File: src/rtl/alu_issue_unit_pkg.sv
`default_nettype none
// ============================================================================
// Module : alu_issue_unit_pkg
// Brief  : Opcodes and FSM state encoding shared by the ALU issue unit.
// Rev    : 1.0
// ============================================================================
package alu_issue_unit_pkg;

  localparam logic [2:0] OP_ADD = 3'b000;
  localparam logic [2:0] OP_SUB = 3'b001;
  localparam logic [2:0] OP_AND = 3'b010;
  localparam logic [2:0] OP_OR  = 3'b011;
  localparam logic [2:0] OP_SLT = 3'b100;
  localparam logic [2:0] OP_XOR = 3'b101;
  localparam logic [2:0] OP_NOR = 3'b110;
  localparam logic [2:0] OP_LDI = 3'b111;

  localparam logic [1:0] IDLE = 2'd0;
  localparam logic [1:0] EXEC = 2'd1;
  localparam logic [1:0] WB   = 2'd2;

endpackage
`default_nettype wire

File: src/rtl/alu_regfile.sv
`default_nettype none
// ============================================================================
// Module : alu_regfile
// Brief  : REGS x N register file, one write port, three async read ports.
// Rev    : 1.0
// ============================================================================
module alu_regfile
  import alu_issue_unit_pkg::*;
#(
  parameter int N    = 4,
  parameter int REGS = 4,
  parameter int AW   = 2
) (
  input  logic          clk,
  input  logic          rst,
  input  logic          we,
  input  logic [AW-1:0] waddr,
  input  logic [N-1:0]  wdata,
  input  logic [AW-1:0] raddr_a,
  output logic [N-1:0]  rdata_a,
  input  logic [AW-1:0] raddr_b,
  output logic [N-1:0]  rdata_b,
  input  logic [AW-1:0] raddr_dbg,
  output logic [N-1:0]  rdata_dbg
);

  logic [N-1:0] r_mem [REGS];

  generate
    for (genvar i = 0; i < REGS; i++) begin : g_entry
      always_ff @(posedge clk or posedge rst) begin
        if (rst) begin
          r_mem[i] <= '0;
        end else if (we && (waddr == AW'(i))) begin
          r_mem[i] <= wdata;
        end
      end
    end
  endgenerate

  assign rdata_a   = r_mem[raddr_a];
  assign rdata_b   = r_mem[raddr_b];
  assign rdata_dbg = r_mem[raddr_dbg];

endmodule
`default_nettype wire

File: src/rtl/alu_issue_unit.sv
`default_nettype none
// ============================================================================
// Module : alu_issue_unit
// Brief  : Issue/writeback sequencer around an external 3-bit-control ALU.
// Rev    : 1.0
// ============================================================================
module alu_issue_unit
  import alu_issue_unit_pkg::*;
#(
  parameter  int N    = 4,
  parameter  int REGS = 4,
  localparam int AW   = $clog2(REGS)
) (
  input  logic          clk,
  input  logic          rst,
  input  logic          instr_valid,
  output logic          instr_ready,
  input  logic [2:0]    instr_op,
  input  logic [AW-1:0] instr_rd,
  input  logic [AW-1:0] instr_rs1,
  input  logic [AW-1:0] instr_rs2,
  input  logic [N-1:0]  instr_imm,
  output logic [N-1:0]  alu_a,
  output logic [N-1:0]  alu_b,
  output logic [2:0]    alu_control,
  input  logic [N-1:0]  alu_out,
  input  logic          alu_overflow,
  input  logic          alu_zero,
  output logic          wb_valid,
  output logic [AW-1:0] wb_rd,
  output logic [N-1:0]  wb_data,
  output logic          flag_zero,
  output logic          flag_ovf,
  input  logic [AW-1:0] dbg_addr,
  output logic [N-1:0]  dbg_data
);

  logic [1:0]    r_state;
  logic [1:0]    w_next_state;
  logic [2:0]    r_op;
  logic [AW-1:0] r_rd;
  logic [AW-1:0] r_rs1;
  logic [AW-1:0] r_rs2;
  logic [N-1:0]  r_result;
  logic          r_res_ovf;
  logic          r_res_zero;
  logic          r_flag_zero;
  logic          r_flag_ovf;
  logic          w_accept;
  logic          w_rf_we;
  logic [N-1:0]  w_rs1_data;
  logic [N-1:0]  w_rs2_data;

  assign w_accept = instr_valid && (r_state == IDLE);
  assign w_rf_we  = (r_state == WB);

  alu_regfile #(
    .N    (N),
    .REGS (REGS),
    .AW   (AW)
  ) u_regfile (
    .clk       (clk),
    .rst       (rst),
    .we        (w_rf_we),
    .waddr     (r_rd),
    .wdata     (r_result),
    .raddr_a   (r_rs1),
    .rdata_a   (w_rs1_data),
    .raddr_b   (r_rs2),
    .rdata_b   (w_rs2_data),
    .raddr_dbg (dbg_addr),
    .rdata_dbg (dbg_data)
  );

  always_ff @(posedge clk or posedge rst) begin
    if (rst) begin
      r_state <= IDLE;
    end else begin
      r_state <= w_next_state;
    end
  end

  always_comb begin
    w_next_state = r_state;
    case (r_state)
      IDLE: if (w_accept) w_next_state = (instr_op == OP_LDI) ? WB : EXEC;
      EXEC: w_next_state = WB;
      WB:   w_next_state = IDLE;
      default: w_next_state = IDLE;
    endcase
  end

  // LDI bypasses the ALU: the immediate lands straight in the result register.
  always_ff @(posedge clk or posedge rst) begin
    if (rst) begin
      r_op        <= '0;
      r_rd        <= '0;
      r_rs1       <= '0;
      r_rs2       <= '0;
      r_result    <= '0;
      r_res_ovf   <= 1'b0;
      r_res_zero  <= 1'b0;
      r_flag_zero <= 1'b0;
      r_flag_ovf  <= 1'b0;
    end else begin
      if (w_accept) begin
        r_op  <= instr_op;
        r_rd  <= instr_rd;
        r_rs1 <= instr_rs1;
        r_rs2 <= instr_rs2;
        if (instr_op == OP_LDI) begin
          r_result <= instr_imm;
        end
      end
      if (r_state == EXEC) begin
        r_result   <= alu_out;
        r_res_ovf  <= alu_overflow;
        r_res_zero <= alu_zero;
      end
      if ((r_state == WB) && (r_op != OP_LDI)) begin
        r_flag_zero <= r_res_zero;
        r_flag_ovf  <= r_res_ovf;
      end
    end
  end

  always_comb begin
    instr_ready = (r_state == IDLE);
    alu_a       = '0;
    alu_b       = '0;
    alu_control = OP_ADD;
    wb_valid    = 1'b0;
    wb_rd       = '0;
    wb_data     = '0;
    if (r_state == EXEC) begin
      alu_a       = w_rs1_data;
      alu_b       = w_rs2_data;
      alu_control = r_op;
    end
    if (r_state == WB) begin
      wb_valid = 1'b1;
      wb_rd    = r_rd;
      wb_data  = r_result;
    end
  end

  assign flag_zero = r_flag_zero;
  assign flag_ovf  = r_flag_ovf;

endmodule
`default_nettype wire

File: config.mk
export PLATFORM = sky130hd
export DESIGN_NAME = alu_issue_unit
export DESIGN_NICKNAME = d
export VERILOG_FILES = /design/src/rtl/alu_issue_unit_pkg.sv /design/src/rtl/alu_regfile.sv /design/src/rtl/alu_issue_unit.sv
export SDC_FILE = /design/constraint.sdc
export NUM_CORES = 1
export LEC_CHECK = 0
export ABC_AREA = 1
export BUFFER_PORTS_ARGS = -buffer_cell sky130_fd_sc_hd__buf_2
export CAP_MARGIN = 0
export CORE_ASPECT_RATIO = 2
export CORE_MARGIN = 2
export CORE_UTILIZATION = 55
export CTS_CLUSTER_DIAMETER = 200
export DETAILED_ROUTE_END_ITERATION = 12
export GPL_TIMING_DRIVEN = 0
export PLACE_DENSITY = 0.86
export SKIP_CTS_REPAIR_TIMING = 1
export SLEW_MARGIN = 30
export SYNTH_ARGS = -nofsm -noshare
export SYNTH_HDL_FRONTEND = slang
export SYNTH_HIERARCHICAL = 1
export SYNTH_SLANG_ARGS = --single-unit
File: constraint.sdc
create_clock -name clk -period 3.3 [get_ports clk]
set_clock_uncertainty 0.05 [all_clocks]
set_input_delay 0.165 -clock clk [delete_from_list [all_inputs] [get_ports clk]]
set_output_delay 0.165 -clock clk [all_outputs]
set_load 0.01 [all_outputs]
==> impl_results.md, run 1 <==
- Status: completed
- RR Startpoint: r_state[1]
- Global-route wire length before repair: 9030 um
- HPWL reported at the end of detailed placement: 4120 um
- Power per cell area: 729 nW/um2
- Clk Latency, worst-skew pair: 0.29 ns
- Start-to-end type of the worst setup path: reg2out
- DRT antenna net count: 0
- Critical Path RT: 3.08 ns
- Delay of the slowest cell on the worst path: 0.44 ns
- Fraction of the core area covered by cells at the end of the flow: 68.6%
- Standard cell with the maximum stage delay on the critical path: sky130_fd_sc_hd__dfrtp_1
- Reg2reg end: u_regfile/r_mem[6]
- Synthesized netlist cell count: 317
- Max Slew Vio Count: 0
- Post-route DRC: 0
- Count of input and output buffers: 47
- Instance count along the most critical hold path: 3
- TritonCTS clock tree: yes
- Via count normalized by instance count: 5.16
- Number of primary I/O pins: 49
- Worst reg-to-reg setup slack: 1.72 ns
- Floorplan die area: 4480 um2
- Number of vias in the routed layout: 2189
- Tightest Hold Check Type: in2reg
- Period Utilization, post-route: 52.4%
- Share of post-route cells with drive strength above 1: 21.4%
- Cell area after placement: 2460 um2
- Worst slew margin relative to its limit: 52.4%
- Worst path top cell family by delay: buffers and inverters
- # rows: 32
- Area of the placeable core: 3800 um2
- Maximum Capacitance Violations: 0
- Number of distinct standard cells referenced by the synthesized netlist: 19
- Max Buffers Root-to-Sink: 2
- Initial cell density of the core: 56.8%
- Average cell area after synthesis: 6.82 um2
- Maximum level of the CTS H-tree: 2
- Pin slew with the least headroom to its limit: 0.714 ns
- Final worst hold slack: 0.0585 ns
- Die Width: 48.3 um
- Critical-path cell list: inv_2 > nand2_4 > buf_6 > buf_6 > nor2_1 > buf_2
- Num CTS Buffers: 5
- Clock sink total: 35
- Highest clock frequency the design can meet: 579 MHz
- Worst hold path endpoint: r_rs1[0]
- Fin area: 2610 um2
- Worst Reg2Reg Path Length in Cells: 6
- Most used cells in the layout excluding fill and tap cells: sky130_fd_sc_hd__nand2_1 (122), sky130_fd_sc_hd__buf_2 (51), sky130_fd_sc_hd__inv_1 (48)
- Placer congestion estimate: 0.901
- Area growth, synth to finish: 20.6%
- Worst Path Max Fanout: 10
- Commonest non-fill, non-tap cell in the layout: sky130_fd_sc_hd__nand2_1
- Number of logic stages on the critical path including buffering: 6
- Peak ir drop on the vdd network: 0.486 mV
- Count of TritonRoute iterations in the first routing pass: 4
- Synthesis warning total: 6
- Worst Hold Launch: instr_rs1[0]
- Clock tree root buffer cell: sky130_fd_sc_hd__clkbuf_8
- Chip height: 92.7 um
- Total buffers and inverters traversed by the critical path: 4
- Number of design-rule violations left by the first detailed-router iteration: 68
- CP Capture Type: output port
- Type of element launching the critical path: flip-flop
- WP data arrival: 1.51 ns
- Sequential cell area fraction in the yosys report: 40.5%
- Overflow left after global routing: 0
- GRT Total Usage: 26.2%
- Maximum number of pins on one net before global-route repair: 20
- RSZ-0062 raised after global routing: false
- Minimum clock period after layout: 1.73 ns
- Mapped Nets: 341
- Leakage Power: 1.56 nW
- Post-synth design cell area: 2160 um2
- Minimum setup slack in the final design: 1.57 ns
- Routed wire length per instance: 12.9 um
- Number of antenna diodes: 0
- Post-Place Worst Slack: 1.78 ns
- Synthesized flop and latch total: 35
- Number of antenna violations at the first check in global routing: 0
- Total negative slack: 0 ns
- Most prevalent standard cell on the critical path: sky130_fd_sc_hd__buf_6
- Clock slew at reported path FFs: 0.07 ns
- Via count of the first global-routing pass: 2088
- Net total in the final layout: 396
- Number of hold violations in the final report: 0
- Start point of the critical path: r_state[1]
- Final setup violation count: 0
- Routed Wire Length: 5450 um
## worst min-delay path, stage by stage
cell and delay [ns]:
sky130_fd_sc_hd__buf_2 0.07, sky130_fd_sc_hd__nand3_1 0.06, sky130_fd_sc_hd__nand2_1 0.06
## Yosys cell counts
cell / n / area (um2)
sky130_fd_sc_hd__dfrtp_1: 35 / 876
sky130_fd_sc_hd__inv_4: 2 / 12.5
sky130_fd_sc_hd__nor2_1: 24 / 90.1
sky130_fd_sc_hd__nand2_4: 2 / 22.5
sky130_fd_sc_hd__o21a_1: 1 / 7.51
sky130_fd_sc_hd__o21ai_1: 4 / 20.0
sky130_fd_sc_hd__inv_1: 48 / 180
sky130_fd_sc_hd__nand3_2: 3 / 30.0
sky130_fd_sc_hd__nor2_4: 2 / 22.5
sky130_fd_sc_hd__nand3_4: 1 / 17.5
sky130_fd_sc_hd__buf_4: 1 / 7.51
sky130_fd_sc_hd__nand4_1: 12 / 75.1
sky130_fd_sc_hd__o21ai_2: 1 / 8.76
sky130_fd_sc_hd__a21oi_2: 4 / 35.0
sky130_fd_sc_hd__inv_2: 1 / 3.75
sky130_fd_sc_hd__buf_6: 4 / 45.0
sky130_fd_sc_hd__buf_2: 4 / 20.0
sky130_fd_sc_hd__nand2_1: 122 / 458
sky130_fd_sc_hd__nand3_1: 46 / 230
## worst max path at each step
stage                           to  slack, ns
6_report                  alu_a[2]       1.57
5_1_grt             alu_control[1]       1.46
4_1_cts             alu_control[2]       1.57
3_5_place_dp    u_regfile/r_mem[4]       1.78
3_3_place_gp    u_regfile/r_mem[6]       1.83
2_1_floorplan  u_regfile/r_mem[11]       1.97
## per-layer routing
metal / wire length, um / part of all wire [%] / track usage [%] / up-vias
met4: 368 / 6.8 / 19.0 / 0
met2: 2960 / 54 / 50.3 / 97
met3: 221 / 4.1 / 2.74 / 31
met1: 1900 / 35 / 24.9 / 967
li1: - / - / - / 1094
met5: 0 / 0 / 0 / -
## logic make-up (layout without fill, tap and decap cells)
kind of cell / Yosys count / in the layout / synth area share [%]
simple gates: 212 / 212 / 43.8
buf+inv: 60 / 116 / 12.4
flops: 35 / 35 / 40.5
compound gates: 10 / 10 / 3.30
## where the power goes
group | total, mW | switching (mW) | internal, mW
Combinational | 0.737 | 0.476 | 0.261
Sequential | 0.701 | 0.129 | 0.572
Clock | 0.462 | 0.161 | 0.301
Total | 1.90 | 0.766 | 1.13
## registers in the layout, indices dropped and copies added, names as in the netlist
| signal | cells |
|---|---|
| r_result | 4 |
| r_rs2 | 2 |
| u_regfile/r_mem | 16 |
| r_res_ovf | 1 |
| r_res_zero | 1 |
| r_rs1 | 2 |
| flag_zero | 1 |
| r_rd | 2 |
| r_op | 3 |
| flag_ovf | 1 |
| r_state | 2 |
## stage by stage
stage,cells,power (mW)
3_5_place_dp,415,1.43
3_3_place_gp,415,1.41
5_1_grt,424,2.04
4_1_cts,423,1.90
2_1_floorplan,317,1.21
6_report,424,1.90
## final cells by class
| cell class | instances | area, um2 |
|---|---|---|
| Tap cell | 51 | 63.8 |
| Buffer | 9 | 72.6 |
| Timing Repair Buffer | 48 | 245 |
| Clock buffer | 5 | 68.8 |
| Clock inverter | 3 | 67.6 |
| Fill cell | 340 | 1200 |
| Multi-Input combinational cell | 222 | 1020 |
| Inverter | 51 | 196 |
| Sequential cell | 35 | 876 |
Note: power is estimated with default switching activity, not from simulation.
==> run 2, diff against run 1 <==
ABC_AREA = 0   (was 1)
CORE_UTILIZATION = 47   (was 55)
PLACE_DENSITY = 0.8   (was 0.86)
clock period = 1.4 ns   (was 3.3 ns; I/O delays follow)
==> run 2 against run 1 <==
Against the previous run:
- worst hold slack got worse by 0.013 ns
- critical path type unchanged
- critical path depth decreased by 3
- clock-buffer cell count increased by 1
- the run now ends with setup timing left
==> impl_results.md, run 2 <==
- Area contributors post-synth: sky130_fd_sc_hd__dfrtp_1 (47%), sky130_fd_sc_hd__mux4_2 (15%), sky130_fd_sc_hd__mux2_2 (12%), sky130_fd_sc_hd__and2_1 (5.7%), sky130_fd_sc_hd__mux2_4 (5.6%)
- CP Capture Type: output port
- Most flops, register: u_regfile/r_mem
- Initial cell density of the core: 48.4%
- Via count normalized by instance count: 5.62
- Critical Path RT: 1.28 ns
- Max Slew Vio Count: 0
- Routed wire length per instance: 18.7 um
- Number of distinct standard cells referenced by the synthesized netlist: 25
- Minimum setup slack in the final design: -0.259 ns
- Via count of the first global-routing pass: 1452
- Final Total Pwr: 4.88 mW
- Die Width: 48.5 um
- Final setup violation count: 45
- Net total in the final layout: 245
- Worst Path Max Fanout: 5
- Post-route DRC: 0
- Tightest Hold Check Type: in2reg
- Post-synth design cell area: 1860 um2
- Worst slew margin relative to its limit: 50.6%
- Synthesized flop and latch total: 35
- Met1 Use GR: 19.0%
- Number of hold violations in the final report: 0
- Maximum number of pins on one net before global-route repair: 20
- # rows: 32
- Delay of the slowest cell on the worst path: 0.52 ns
- Max Buffers Root-to-Sink: 2
- RSZ-0062 raised after global routing: true
- Most used cells in the layout excluding fill and tap cells: sky130_fd_sc_hd__buf_2 (35), sky130_fd_sc_hd__dfrtp_1 (31), sky130_fd_sc_hd__buf_6 (21)
- Most common cell in the synthesized netlist: sky130_fd_sc_hd__dfrtp_1
- Maximum Capacitance Violations: 0
- Post-Place Worst Slack: -0.225 ns
- M3 GR Usage: 4.47%
- Violated checks: setup timing
- Reg2reg end: u_regfile/r_mem[14]
- Number of antenna violations at the first check in global routing: 0
- Sequential cell area fraction in the yosys report: 47.1%
- Area growth, synth to finish: 46.3%
- Prevailing post-synth register cell: sky130_fd_sc_hd__dfrtp_1
- Total placed cells including tap cells: 236
- Commonest cells post-synth: sky130_fd_sc_hd__dfrtp_1 (35), sky130_fd_sc_hd__mux2_2 (20), sky130_fd_sc_hd__and2_1 (17), sky130_fd_sc_hd__mux4_2 (12)
- Count of TritonRoute iterations in the first routing pass: 5
- Worst path top cell family by delay: multiplexers
- RR Startpoint: r_state[0]
- Leading area contributor after synthesis: sky130_fd_sc_hd__dfrtp_1
- Chip height: 93.0 um
- Mapped Nets: 161
- TritonCTS clock tree: yes
- Met2 Resource Use GR: 39.5%
- Pin slew with the least headroom to its limit: 0.740 ns
- Synthesis warning total: 6
- Fraction of synthesis flops using an asynchronous set or reset pin: 100%
- FF/Latch Area: 881 um2
- Fraction of the core area covered by cells at the end of the flow: 70.8%
- Final worst hold slack: 0.0458 ns
- Clock sink total: 35
- Final cell count without fillers: 273
- Overflow left after global routing: 0
- Worst reg-to-reg setup slack: -0.23 ns
- Minimum clock period after layout: 1.66 ns
- Average cell area after synthesis: 13.6 um2
- Placer congestion estimate: 0.736
- Yosys top cell area share: 47.1%
- GRT Total Usage: 20.4%
- Count of input and output buffers: 48
- Clock tree root buffer cell: sky130_fd_sc_hd__clkbuf_8
- Routed Wire Length: 5110 um
- Instance count along the most critical hold path: 3
- Max FFs per register: 16
- Number of vias in the routed layout: 1533
- Number of design-rule violations left by the first detailed-router iteration: 39
- Worst hold path endpoint: r_result[0]
- Global-route wire length before repair: 6860 um
- Start-to-end type of the worst setup path: reg2out
- Share of post-route cells with drive strength above 1: 62.6%
- Clk Latency, worst-skew pair: 0.29 ns
- Floorplan die area: 4510 um2
- Synthesized netlist cell count: 137
- Largest registers in the final layout: u_regfile/r_mem (16), r_result (4), r_op (3)
- Commonest non-fill, non-tap cell in the layout: sky130_fd_sc_hd__buf_2
- EDFF count, synth: 0
- Critical-path cell list: mux4_2 > and2_4 > buf_6
- Total buffers and inverters traversed by the critical path: 1
- HPWL reported at the end of detailed placement: 3290 um
- Worst Hold Launch: instr_imm[0]
- Leakage Power: 1.26 nW
- Standard cell with the maximum stage delay on the critical path: sky130_fd_sc_hd__mux4_2
- WP data arrival: 1.54 ns
- Type of element launching the critical path: flip-flop
- Power per cell area: 1790 nW/um2
- Clock slew at reported path FFs: 0.07 ns
- Number of antenna diodes: 0
- Status: finished, violations left
- Global-route layer with the greatest usage: met2
- Filler cell count in the final layout: 270
- Maximum level of the CTS H-tree: 2
- Worst Reg2Reg Path Length in Cells: 4
- Number of primary I/O pins: 49
- Multi-input gate area: 1020 um2
- Num CTS Buffers: 5
- Period Utilization, post-route: 119%
- Area of the placeable core: 3840 um2
- Highest clock frequency the design can meet: 603 MHz
- Peak ir drop on the vdd network: 1.08 mV
- DRT antenna net count: 0
## run 2: cell count changes in the layout (fill, tap and decap cells not counted), sizes merged, moves of 5 or more
| cell | change |
|---|---|
| and2 | +18 |
| buf | +13 |
| dlygate4sd3 | +11 |
| inv | -48 |
| mux2 | +27 |
| mux4 | +12 |
| nand2 | -116 |
| nand3 | -48 |
| nand4 | -11 |
| nor2 | -23 |
| nor3 | +8 |
| o21ai | -5 |
## run 2: routing by layer
| metal | vias up | wire (um) |
|---|---|---|
| li1 | 675 | - |
| met1 | 760 | 1690 |
| met2 | 81 | 2950 |
| met3 | 17 | 261 |
| met4 | 0 | 213 |
| met5 | - | 0 |
## run 2: how the worst max path moves through the flow
stage | cells after the start | startpoint | endpoint
after global routing | 4 | r_state[0] | u_regfile/r_mem[14]
final | 3 | r_rs1[1] | alu_a[2]
after floorplan | 3 | r_state[0] | u_regfile/r_mem[12]
after detailed placement | 3 | r_state[0] | u_regfile/r_mem[12]
after CTS | 5 | r_state[1] | alu_a[1]
after global placement | 3 | r_state[0] | u_regfile/r_mem[14]
## run 2: cell families after synthesis
kind of cell	synth area share, %
DFF	47.1
and+or+nand+nor	16.7
AOI/OAI and AO/OA	1.68
muxes	32.3
buffers and inverters	2.29
## run 2: final cells by class
| class | instances | share of cell area (%) |
|---|---|---|
| inverter | 3 | 0.414 |
| sequential | 35 | 32.4 |
| timing repair buffer | 78 | 22.1 |
| buffer | 3 | 1.01 |
| clock buffer | 6 | 3.03 |
| tap | 51 | 2.34 |
| clock inverter | 2 | 1.29 |
| multi-input combinational | 95 | 37.4 |
## run 2: where the power goes
group	total, mW	switching [mW]	leakage, nW	internal, mW
clock	0.941	0.365	0.0612	0.576
sequential	1.96	0.524	0.414	1.43
combinational	1.98	0.647	0.788	1.33
total	4.88	1.54	1.26	3.34
## run 2: metrics by stage
stage | cell area (um2) | setup TNS, ns
final | 2720 | -6.05
after global routing | 2720 | -8.51
after CTS | 2280 | -7.40
after detailed placement | 2160 | -3.32
after global placement | 2160 | -2.88
after floorplan | 1860 | -0.378
## run 2: worst reg2reg max path: cells and delay by family, from the launching register on
family                 cells  cell delay [ns]
flip-flops                 1             0.44
multiplexers               1             0.29
buffers and inverters      1             0.15
AND/OR/NAND/NOR            2             0.59
==> run 3, diff against run 2 <==
SETUP_SLACK_MARGIN = 0.05   (was unset)
==> run 3 against run 2 <==
Against the previous run:
- fmax is 0.35% higher
- worst setup slack improved by 0.0057 ns
- the run still ends with setup timing left
- cell area rose by 1.2%
- wire length shrank 2.1%
- sequential power is essentially flat
- global-route usage stayed put
- critical path depth did not move
- sequential share of layout area shrank 0.38 points
- register-to-register slack better by 0.03 ns
- cell count rose by 0.73%
- utilization grew 0.85 points
- critical endpoint unchanged
==> impl_results.md, run 3 (synthesized netlist as in run 2, its figures left out) <==
- Maximum Capacitance Violations: 0
- Fraction of the core area covered by cells at the end of the flow: 71.6%
- Number of hold violations in the final report: 0
- Largest registers in the final layout: u_regfile/r_mem (16), r_result (4), r_op (3)
- RSZ-0062 raised after global routing: true
- Peak ir drop on the vdd network: 1.13 mV
- Total placed cells including tap cells: 236
- Area of the placeable core: 3840 um2
- Worst path top cell family by delay: multiplexers
- Final setup violation count: 43
- Multi-input gate area: 1020 um2
- Total negative slack: -5.71 ns
- Area growth, synth to finish: 48.0%
- DRT antenna net count: 0
- Period Utilization, post-route: 118%
- Final Total Pwr: 4.90 mW
- Highest clock frequency the design can meet: 605 MHz
- Placer congestion estimate: 0.736
- Max Slew Vio Count: 0
- Floorplan die area: 4510 um2
- Critical-path cell list: mux4_2 > and2_4 > buf_6
- Comb power frac: 40.9%
- Number of antenna violations at the first check in global routing: 0
- CP Capture Type: output port
- Via count of the first global-routing pass: 1452
- Leakage Power: 1.28 nW
- Minimum setup slack in the final design: -0.253 ns
- Violated checks: setup timing
- Count of input and output buffers: 48
- Sw Pwr: 1.53 mW
- TritonCTS clock tree: yes
- Via count normalized by instance count: 5.44
- Final cell count without fillers: 275
- FF/Latch Area: 881 um2
- Type of element launching the critical path: flip-flop
- Num CTS Buffers: 5
- Power per cell area: 1780 nW/um2
- Int Pwr: 3.37 mW
- Overflow left after global routing: 0
- Final worst hold slack: 0.0459 ns
- Pin slew with the least headroom to its limit: 0.723 ns
- Delay of the slowest cell on the worst path: 0.52 ns
- Clock slew at reported path FFs: 0.07 ns
- WP data arrival: 1.53 ns
- GRT Total Usage: 20.4%
- Initial cell density of the core: 48.4%
- Count of TritonRoute iterations in the first routing pass: 4
- Most used cells in the layout excluding fill and tap cells: sky130_fd_sc_hd__buf_2 (34), sky130_fd_sc_hd__dfrtp_1 (31), sky130_fd_sc_hd__buf_6 (22)
- Clock sink total: 35
- Die Width: 48.5 um
- Tightest Hold Check Type: in2reg
- Post-route DRC: 0
- Net total in the final layout: 247
- Global-route wire length before repair: 6860 um
- Worst Path Max Fanout: 5
- # rows: 32
- Clock group share of total power: 19.4%
- Maximum number of pins on one net before global-route repair: 20
- Seq pwr share: 39.8%
- Max Buffers Root-to-Sink: 2
- Filler cell count in the final layout: 262
- Standard cell with the maximum stage delay on the critical path: sky130_fd_sc_hd__mux4_2
- Maximum level of the CTS H-tree: 2
- Share of post-route cells with drive strength above 1: 62.9%
- Critical Path RT: 1.28 ns
- Total buffers and inverters traversed by the critical path: 1
- Minimum clock period after layout: 1.65 ns
- Number of vias in the routed layout: 1497
- Chip height: 93.0 um
- Switching fraction of total power: 31.2%
- Number of design-rule violations left by the first detailed-router iteration: 27
- Number of primary I/O pins: 49
- Worst slew margin relative to its limit: 51.8%
- Routed Wire Length: 5010 um
- Status: finished, violations left
- Clk Latency, worst-skew pair: 0.29 ns
- Routed wire length per instance: 18.2 um
- Start-to-end type of the worst setup path: reg2out
- Most flops, register: u_regfile/r_mem
- Number of antenna diodes: 0
- Commonest non-fill, non-tap cell in the layout: sky130_fd_sc_hd__buf_2
- HPWL reported at the end of detailed placement: 3290 um
- Max FFs per register: 16
- Clock tree root buffer cell: sky130_fd_sc_hd__clkbuf_8
[run 3: power groups by stage]
stage,sequential [mW],clock [mW],combinational (mW)
finish,1.95,0.950,2.00
global route,2.02,1.01,2.13
CTS,1.92,0.954,1.48
detailed placement,1.94,0,1.47
global placement,1.89,0,1.43
floorplan,1.77,0,1.13
[run 3: layout make-up]
type	instances	share of cell area [%]
multi-input combinational	95	37.1
sequential	35	32.0
timing repair buffer	79	22.4
clock buffer	6	3.00
tap	51	2.32
buffer	4	1.54
clock inverter	2	1.27
inverter	3	0.409
[run 3: routing by layer]
layer | global-route usage [%] | routed length [um] | vias to the layer above
met5 | 0 | 0 | -
met3 | 4.47 | 258 | 26
met4 | 12.1 | 293 | 0
met1 | 19.0 | 1620 | 735
met2 | 39.5 | 2830 | 59
li1 | - | - | 677
[run 3: through the flow]
stage                     cell area [um2]  setup slack (ns)
after floorplan                      1860           -0.0945
after global placement               2160            -0.200
after detailed placement             2160            -0.225
after CTS                            2280            -0.520
after global routing                 2750            -0.301
final                                2750            -0.253
[run 3: worst min-delay path: cells and delay by family]
family / cells / cell delay (ns)
and+or+nand+nor: 2 / 0.19
buffers and inverters: 1 / 0.07
[run 3: path summary, 6_finish.rpt]
kind	from	slack [ns]	cells after the start	endpoint
worst max-delay path	r_rs1[1]	-0.25	3	alu_a[2]
worst min-delay path	instr_imm[1]	0.05	3	r_result[1]
worst max register to register	r_state[0]	-0.20	4	u_regfile/r_mem[14]
worst min register to register	r_res_ovf	0.44	2	r_res_ovf
max in group asynchronous	rst	0.40	3	r_rs1[1]
min in group asynchronous	rst	0.35	3	u_regfile/r_mem[0]
